**config.mk**
```make
export PLATFORM = sky130hd
export DESIGN_NAME = channel_sequencer
export DESIGN_NICKNAME = d
export VERILOG_FILES = /design/src/rtl/channel_sequencer.sv
export SDC_FILE = /design/constraint.sdc
export NUM_CORES = 1
export LEC_CHECK = 0
export CAP_MARGIN = 40
export CORE_MARGIN = 3
export CORE_UTILIZATION = 63
export DETAILED_ROUTE_END_ITERATION = 8
export DONT_BUFFER_PORTS = 1
export PLACE_DENSITY = 0.8
export SYNTH_ARGS = -nofsm -noshare
export SYNTH_HDL_FRONTEND = slang
export SYNTH_SLANG_ARGS = --single-unit
export TNS_END_PERCENT = 20
```
**constraint.sdc**
```tcl
create_clock -name clk -period 7.58 [get_ports clk]
set_input_delay 0 -clock clk [delete_from_list [all_inputs] [get_ports clk]]
set_output_delay 0 -clock clk [all_outputs]
set_load 0.03 [all_outputs]
```
**src/rtl/channel_sequencer.sv**
```systemverilog
// Demux scan sequencer: walks selector 0..CHANNELS-1, holding enable high for
// dwell+1 cycles per channel with optional enable-low gaps between channels.
`ifndef CHANNEL_SEQUENCER_SV
`define CHANNEL_SEQUENCER_SV

module channel_sequencer #(
  parameter int CHANNELS    = 3,
  parameter int COUNT_WIDTH = 8
) (
  input  logic                              clk,
  input  logic                              rst,
  input  logic                              start,
  input  logic                              stop,
  input  logic                              continuous,
  input  logic [COUNT_WIDTH-1:0]            dwell,
  input  logic [COUNT_WIDTH-1:0]            gap,
  output logic                              enable,
  output logic [$clog2(CHANNELS)-1:0]       selector,
  output logic                              busy,
  output logic                              done
);

  localparam int SELECTOR_WIDTH = $clog2(CHANNELS);
  localparam logic [SELECTOR_WIDTH-1:0] LAST_SEL = SELECTOR_WIDTH'(CHANNELS - 1);

  localparam logic [1:0] IDLE_ENC   = 2'd0;
  localparam logic [1:0] ACTIVE_ENC = 2'd1;
  localparam logic [1:0] GAP_ENC    = 2'd2;

  typedef enum logic [1:0] {
    IDLE   = IDLE_ENC,
    ACTIVE = ACTIVE_ENC,
    GAP    = GAP_ENC
  } state_t;

  state_t                    state, state_n;
  logic [COUNT_WIDTH-1:0]    cnt, cnt_n;
  logic [COUNT_WIDTH-1:0]    dwell_r, dwell_n;
  logic [COUNT_WIDTH-1:0]    gap_r, gap_n;
  logic                      cont_r, cont_n;
  logic [SELECTOR_WIDTH-1:0] sel_n;
  logic                      enable_n, busy_n, done_n;
  logic                      last;
  logic [SELECTOR_WIDTH-1:0] next_sel;

  // Explicit wrap keeps the selector inside range for non power-of-two counts
  assign last     = (selector == LAST_SEL);
  assign next_sel = last ? '0 : selector + 1'b1;

  always_ff @(posedge clk or posedge rst) begin
    if (rst) begin
      state    <= IDLE;
      cnt      <= '0;
      dwell_r  <= '0;
      gap_r    <= '0;
      cont_r   <= 1'b0;
      selector <= '0;
      enable   <= 1'b0;
      busy     <= 1'b0;
      done     <= 1'b0;
    end else begin
      state    <= state_n;
      cnt      <= cnt_n;
      dwell_r  <= dwell_n;
      gap_r    <= gap_n;
      cont_r   <= cont_n;
      selector <= sel_n;
      enable   <= enable_n;
      busy     <= busy_n;
      done     <= done_n;
    end
  end

  // One down-counter serves both dwell and gap; it reads 0 on the final cycle
  always_comb begin
    state_n  = state;
    cnt_n    = cnt;
    dwell_n  = dwell_r;
    gap_n    = gap_r;
    cont_n   = cont_r;
    sel_n    = selector;
    enable_n = enable;
    busy_n   = busy;
    done_n   = 1'b0;
    case (state)
      IDLE: begin
        enable_n = 1'b0;
        busy_n   = 1'b0;
        if (start && !stop) begin
          dwell_n  = dwell;
          gap_n    = gap;
          cont_n   = continuous;
          cnt_n    = dwell;
          sel_n    = '0;
          enable_n = 1'b1;
          busy_n   = 1'b1;
          state_n  = ACTIVE;
        end
      end
      ACTIVE: begin
        if (stop) begin
          state_n  = IDLE;
          cnt_n    = '0;
          enable_n = 1'b0;
          busy_n   = 1'b0;
        end else if (cnt != '0) begin
          cnt_n = cnt - 1'b1;
        end else if (last && !cont_r) begin
          state_n  = IDLE;
          enable_n = 1'b0;
          busy_n   = 1'b0;
          done_n   = 1'b1;
        end else if (gap_r != '0) begin
          state_n  = GAP;
          enable_n = 1'b0;
          cnt_n    = gap_r - 1'b1;
        end else begin
          sel_n = next_sel;
          cnt_n = dwell_r;
        end
      end
      GAP: begin
        if (stop) begin
          state_n  = IDLE;
          cnt_n    = '0;
          enable_n = 1'b0;
          busy_n   = 1'b0;
        end else if (cnt != '0) begin
          cnt_n = cnt - 1'b1;
        end else begin
          state_n  = ACTIVE;
          enable_n = 1'b1;
          sel_n    = next_sel;
          cnt_n    = dwell_r;
        end
      end
      default: state_n = IDLE;
    endcase
  end

endmodule

`endif

```
=== Yosys cells after proc, flatten, opt, wreduce, memory -nomap -nowiden ===
Index checks and enable logic that the tools add are counted.

* Bits in registers: 32
* Input port bits: 21
* Output and inout port bits: 5
* Logic and storage cells: 84

* $add $sub $neg: 3
* Eq/ne operators: 16
* Mux-type cells: 42
* Reduce and logical (&&, ||, !) cells: 14

{| class="wikitable"
|+ Operators by type and width
! cell !! number
|-
| 8-bit 2-to-1 mux || 7
|-
| 2-bit 2-to-1 mux || 15
|-
| 8-bit one-hot mux with 3 select lines || 1
|-
| 2-bit != test, second input constant || 8
|-
| 8-bit nonzero test || 2
|-
| 8-bit by 1-bit subtractor with 8-bit output, second input constant || 2
|-
| 1-bit 2-to-1 mux || 15
|-
| 2-bit one-hot mux with 3 select lines || 2
|-
| 4-bit AND reduction || 3
|-
| 3-bit != test, second input constant || 3
|-
| 4-bit != test, second input constant || 2
|-
| 8-bit AND reduction || 1
|-
| 1-bit one-hot mux with 3 select lines || 2
|-
| 2-bit == test, second input constant || 2
|-
| 3-bit AND reduction || 1
|-
| 3-bit nonzero test || 1
|-
| 2-bit by 1-bit adder with 2-bit output, second input constant || 1
|-
| 2-bit by 1-bit == test with 1-bit output, second input constant || 1
|-
| 1-bit logical AND || 2
|-
| 1-bit logical NOT || 2
|-
| 2-bit logical NOT || 1
|-
| 2-bit AND reduction || 1
|}

=== Longest topological paths before layout ===
Gate-level depths: netlist of the first run.

* Depth after elaboration: 7
* Depth in mapped cells: 9
* Mapped depth without buffers: 7

=== Least setup slack after synthesis of the first run ===
No wires, ideal clock.

* Path kind: register -> register
* Start point: register cnt[0]
* End point: register cnt[2]
* Setup time: 0.126 ns
* Data arrival time: 2.407 ns
* Data required time: 7.454 ns
* Path slack: 5.047 ns
* Stages on the path, launching flop included: 10
* Buffers on the path: 2
* Period minus slack after synthesis: 2.533 ns
* Cell sequence: dfrtp_1 inv_1 ha_1 or3b_2 or3_1 buf_6 o31a_1 buf_6 and3_4 a311o_1

* Word-level cells in the longest chain between the ends: 4
* Elaborated cells on any way between the ends: 9
* Those cells by class: 1 x add/sub; 1 x eq/ne; 5 x mux; 2 x reduce/logical

{| class="wikitable"
|+ RTL lines
! element !! RTL line !! RTL
|-
| start: declaration || 37 || <nowiki>logic [COUNT_WIDTH-1:0] cnt, cnt_n;</nowiki>
|-
| start signal: assignment || 63 || <nowiki>cnt <= cnt_n;</nowiki>
|-
| 8-bit by 1-bit subtractor with 8-bit output / 8-bit nonzero test (equally long branches) || -- ||
|-
| 8-bit 2-to-1 mux, on equally long branches || 128, 106 ||
|-
| 8-bit 2-to-1 mux, on equally long branches || 123, 101 ||
|-
| 8-bit one-hot mux with 3 select lines || 85 || <nowiki>case (state)</nowiki>
|}

Parallel ways exist; a longest one is shown, timed or not.
A chain may end at the register's enable or synchronous reset.

=== Worst setup path in the final report of the first run ===
Same ends and word-level chain as after synthesis.

==> metrics, run 1 <==
CP max FO 16; Hold EP cnt[6]$_DFFE_PP0P_; Crit path required time 7.82 ns; WP data arrival 3.36 ns; Die Ht 64.16 µm; Setup-failing EPs final 0; area taken by multi-input logic gates 1210 µm²; Final Hold Fails 0; hold crit path type in2reg; max-cap check violation count 0; register-to-register setup slack 4.46 ns; wirelength, routed about 5200 µm; synth cell count leaders dfrtp_1 (32), mux2_2 (18), o21ai_0 (16), nand2_1 (13), inv_1 (12); reg2reg end cnt[2]$_DFFE_PP0P_; Max Clock Freq 0.3204 GHz; Post-synth EDFFs 0; Total Routing Usage GR 0.2818; FILL cells 217; kind of end point of the critical path register; Cell variety after synth 50; crit path time final 3.121 ns; DRC viols 0; syn_nets 252; VDD IR max slightly below 0.2 mV; grt total ovfl 0; Max Root-Sink Buffers 2; critical path class reg2reg; global-route wire length before repair 8976 µm; core area 3128 µm²; vias per cell 6.568; # diodes 0; vias in the first global route 1887; Clock Latency Late Sink 0.35 ns; vias 1872; initial detailed-routing violation count around 130; switch share 0.4274; RSZ-0062 raised after global routing false; hold_sp stop; Synth-to-Final Area Change 13.39%; Pre-antenna DRT Iters 4; Routed WL per cell 18.19 µm; Final TNS setup 0 ns; Worst Skew 0.009937 ns; number of synthesized register bits 32; IO Pins 26; CTS tree yes; worst hold path stage count 3; detailed placement HPWL approximately 3600 µm; Max-slew headroom 0.4518; Clock Sinks 32; critical path's largest stage delay 0.67 ns; Starting Density 0.6812; Finished Cell Area 2416 µm²; Syn. warnings 0; Worst-path clk slew about 0.11 ns; Die ar. 4116 µm²; Reg power frac 0.417; internal power around 0.48 mW; Crit-path slowest cell or3_1; Avg Inst Size Synth about 9.5 µm²; outcome complete, no violations; cell area after synthesis around 2100 µm²; initial antenna violation count 0; crit share post-route 0.4118; Synth area leader dfrtp_1; FF-to-FF Start cnt[0]$_DFFE_PP0P_; Reg area 800.8 µm²; fraction of registers with async set/reset 1.000; share of post-route cells with drive strength above 1 0.1328; post-synthesis cell count 224; post-route ant nets 0; CTS buffer count 5; H-tree depth 2; sequential-to-total area share from yosys stat 0.3758; Area contributors post-synth dfrtp_1 (38%), mux2_2 (9.5%), ha_1 (4.1%); Comb power frac 0.427; leakage power 0.9628 nW; Die X 64.16 µm; worst slew pin tran 0.8147 ns; Top FF cell, synth dfrtp_1; I/O Buffers 0; R2R cell count 7; Clk pwr share 0.156; crit start category register; site row count 20; Sw Pwr 0.3549 mW; Synth top area share 0.3758; gp weighted congestion 0.8550; most frequent cell after synthesis dfrtp_1; post-CTS setup buffers 0; post-placement cell area 2130 µm²; PwrDens ~340 nW/µm²; CTS root buffer clkbuf_4; worst-path cell chain inv_1 > ha_1 > or3b_2 > or3_1 > o31a_1 > and3_4 > a311o_1; Post-layout nets 268; pin count of the biggest net entering global routing 33; fin. max-slew vios 0
sequential cells by signal, indices dropped and copies added (netlist names):
name / count
gap_r: 8
dwell_r: 8
selector: 2
enable: 1
busy: 1
state: 2
done: 1
cont_r: 1
cnt: 8
cell type report:
| cell class | count | area share |
|---|---|---|
| Timing Repair Buffer | 23 | 0.09477 |
| Tap cell | 44 | 0.02279 |
| Sequential cell | 32 | 0.3314 |
| Multi-Input combinational cell | 166 | 0.5008 |
| Clock inverter | 2 | 0.01450 |
| Clock buffer | 6 | 0.01709 |
| Inverter | 12 | 0.01864 |
cell usage in the layout, fill, tap and decap left out, types with 8 or more instances in the layout:
| cell | Yosys | layout |
|---|---|---|
| nor2_1 | 8 | 8 |
| nand2b_1 | 8 | 8 |
| nand2_1 | 13 | 13 |
| dfrtp_1 | 32 | 32 |
| a21oi_1 | 9 | 9 |
| inv_1 | 12 | 12 |
| o21ai_0 | 16 | 16 |
| mux2_2 | 18 | 18 |
| dlygate4sd3_1 | 0 | 21 |
| nor3_1 | 8 | 8 |
kinds of logic (layout without fill, tap and decap cells):
kind of cell    after synthesis  count (layout)  synth area share
xor+xnor                      2               2          0.008222
simple gates                 67              67            0.1756
mux                          21              21            0.1092
buf+inv                      26              43           0.05637
compound gates               69              69            0.2337
flops                        32              32            0.3758
fa+ha+maj                     7               7           0.04110
metrics by stage:
stage / util / power (mW) / worst slack [ns] / hold slack, ns / std cells
detailed placement: 0.6808 / 0.6811 / 4.512 / -0.007173 / 256
finish: 0.7724 / 0.8305 / 4.459 / 0.04344 / 285
global placement: 0.6772 / 0.6595 / 4.621 / -0.01065 / 255
floorplan: - / 0.6085 / 5.047 / 0.1162 / 224
CTS: 0.7724 / 0.8195 / 4.490 / 0.03997 / 285
global route: 0.7724 / 0.8931 / 4.337 / 0.05862 / 285
metal layers:
layer / vias up / global-route usage / share of wire
met5: - / 0 / 0
met4: 0 / 0.1214 / 0.016
met3: 10 / 0.04921 / 0.060
met2: 63 / 0.4800 / 0.51
met1: 914 / 0.3496 / 0.42
li1: 885 / - / -
critical path: cells and delay by family (launching register included):
| family | cells | cell delay [ns] |
|---|---|---|
| AND/OR/NAND/NOR | 3 | 1.51 |
| AO/OA/AOI/OAI | 2 | 0.82 |
| flip-flops | 1 | 0.42 |
| adder cells (fa/ha/maj) | 1 | 0.18 |
| buffers and inverters | 1 | 0.08 |
power groups by stage:
stage | registers (mW) | logic, mW | clock network, mW
after floorplan | 0.314 | 0.295 | 0
after global placement | 0.338 | 0.321 | 0
after detailed placement | 0.345 | 0.336 | 0
after CTS | 0.342 | 0.348 | 0.129
after global routing | 0.358 | 0.396 | 0.139
final | 0.346 | 0.355 | 0.129
worst max-delay path by stage:
| stage | start | endpoint | slack [ns] | depth (start not counted) |
|---|---|---|---|---|
| global route | cnt[1]$_DFFE_PP0P_ | cnt[2]$_DFFE_PP0P_ | 4.34 | 7 |
| CTS | cnt[0]$_DFFE_PP0P_ | cnt[2]$_DFFE_PP0P_ | 4.49 | 7 |
| finish | cnt[0]$_DFFE_PP0P_ | cnt[2]$_DFFE_PP0P_ | 4.46 | 7 |
| detailed placement | cnt[0]$_DFFE_PP0P_ | cnt[2]$_DFFE_PP0P_ | 4.51 | 7 |
| floorplan | cnt[0]$_DFFE_PP0P_ | cnt[2]$_DFFE_PP0P_ | 5.05 | 9 |
| global placement | cnt[0]$_DFFE_PP0P_ | cnt[2]$_DFFE_PP0P_ | 4.62 | 7 |
timing repair:
action	CTS	global route
endpoints found under the setup margin	0	0
gates resized for setup	0	0
hold buffers	21	0
hold endpoints to repair	59	0
No activity file was read; power rests on OpenSTA's default activity.
==> inputs of run 2 (changes only) <==
Clock period 7.58 ns to 3.3 ns, I/O delays scaled along.
==> run 2 against run 1 <==
  * Non-clock buffer count grew 1
  * Worst setup slack worse by 4.2 ns
  * Die area unchanged
  * Clock-buffer cell count increased by 2
  * Largest cell class unchanged
  * Clock skew shrank 0.0025 ns
  * Largest power group unchanged
==> metrics, run 2 (synthesis gave the netlist of run 1 again) <==
outcome complete, no violations; grt total ovfl 0; Max Clock Freq between 0.3 and 0.4 GHz; Crit-path slowest cell or3_1; worst slew pin tran ~0.60 ns; CTS root buffer clkbuf_4; Clock Sinks 32; crit path time final 3.071 ns; I/O Buffers 0; Worst Skew 0.007423 ns; initial detailed-routing violation count 172; vias per cell roughly 6.8; gp weighted congestion 0.8702; wirelength, routed 5077 µm; post-route ant nets 0; Final Hold Fails 0; Pre-antenna DRT Iters 5; critical path's largest stage delay 0.66 ns; crit share post-route 0.9305; DRC viols 0; IO Pins 26; post-cts sizing count 0; Die ar. 4116 µm²; initial antenna violation count 0; kind of end point of the critical path register; RSZ-0062 raised after global routing false; pin count of the biggest net entering global routing 18; commonest non-fill, non-tap cell in the layout dfrtp_1; max-cap check violation count 0; hold crit path type in2reg; worst-path cell chain inv_1 > ha_1 > or3b_2 > or3_1 > o31ai_4 > o21ai_0 > a311o_1; most frequent cells in the layout dfrtp_1 (32), dlygate4sd3_1 (20), mux2_2 (18); Bufs and invs on worst path 1; CTS tree yes; VDD IR max 0.4953 mV; CTS buffer count 5; global-route wire length before repair between 8000 and 9000 µm; WP data arrival approximately 3.3 ns; share of post-route cells with drive strength above 1 0.1364; Routed WL per cell 17.75 µm; Max-slew headroom 0.5973; fin. max-slew vios 0; R2R cell count 7; Starting Density 0.6812; Crit path required time ~3.5 ns; Synth-to-Final Area Change 12.80%; Worst-path clk slew 0.10 ns; site row count 20; vias 1940; vias in the first global route between 1500 and 2000; Clock Latency Late Sink 0.34 ns; leakage power 0.9591 nW; post-CTS setup buffers 0; detailed placement HPWL 3686 µm; Post-layout nets 269; PwrDens roughly 770 nW/µm²; critical path class reg2reg; Final TNS setup 0 ns; Max Root-Sink Buffers 2; Die Ht between 60 and 70 µm; core area 3128 µm²; CP max FO 16; hold slack 0.003514 ns; H-tree depth 2; Total Routing Usage GR 0.2707; worst hold path stage count 3; Top Registers cnt: 8 flops, dwell_r: 8 flops, gap_r: 8 flops; cell depth of the worst setup path 7; Die X around 64 µm; delay-heaviest family, CP simple AND/OR/NAND/NOR gates; crit start category register; # diodes 0; Setup-failing EPs final 0
run 2: layer usage:
metal	GRT usage	vias to the layer above	wire [µm]
met5	0	-	0
met4	0.08971	0	100
met3	0.06854	17	407
met2	0.4271	99	2419
met1	0.3636	935	2149
li1	-	889	-
run 2: final timing paths:
check	startpoint	slack [ns]	to
min	start	0.004	busy$_DFFE_PP0P_
max in group asynchronous	rst	2.49	enable$_DFFE_PP0P_
min in group asynchronous	rst	0.16	dwell_r[3]$_DFFE_PP0P_
max reg2reg	cnt[0]$_DFFE_PP0P_	0.23	cnt[2]$_DFFE_PP0P_
min reg2reg	cont_r$_DFFE_PP0P_	0.51	cont_r$_DFFE_PP0P_
max	cnt[0]$_DFFE_PP0P_	0.23	cnt[2]$_DFFE_PP0P_
run 2: what timing repair did:
action,4_1_cts,5_1_grt
endpoints found under the hold margin,41,0
endpoints found under the setup margin,0,0
hold buffers,20,0
run 2: power by group:
part | switching [mW] | internal [mW]
registers | 0.228 | 0.559
clock network | 0.130 | 0.105
logic | 0.448 | 0.383
total | 0.806 | 1.05
run 2: cell type report:
type                    instances  area, µm²
clock buffers                   8      58.81
fillers                       242      724.4
inverters                      12      45.04
multi-input cells             166       1210
flip-flops and latches         32      800.8
well taps                      44      55.05
repair buffers                 24      234.0
run 2: metrics by stage:
step | power, mW | cells | setup slack (ns) | util | area [µm²]
finish | 1.854 | 286 | 0.2294 | 0.7684 | 2404
global route | 1.991 | 286 | 0.06377 | 0.7684 | 2404
CTS | 1.830 | 286 | 0.2591 | 0.7684 | 2404
detailed placement | 1.576 | 258 | 0.2763 | 0.6856 | 2145
global placement | 1.528 | 257 | 0.4053 | 0.6820 | 2133
floorplan | 1.398 | 224 | 0.7671 | - | 2131
run 2: worst reg2reg max path, cell delays in order (launching register included):
cell and delay (ns):
dfrtp_1 0.42, inv_1 0.09, ha_1 0.17, or3b_2 0.59, or3_1 0.66, o31ai_4 0.49, o21ai_0 0.17, a311o_1 0.38
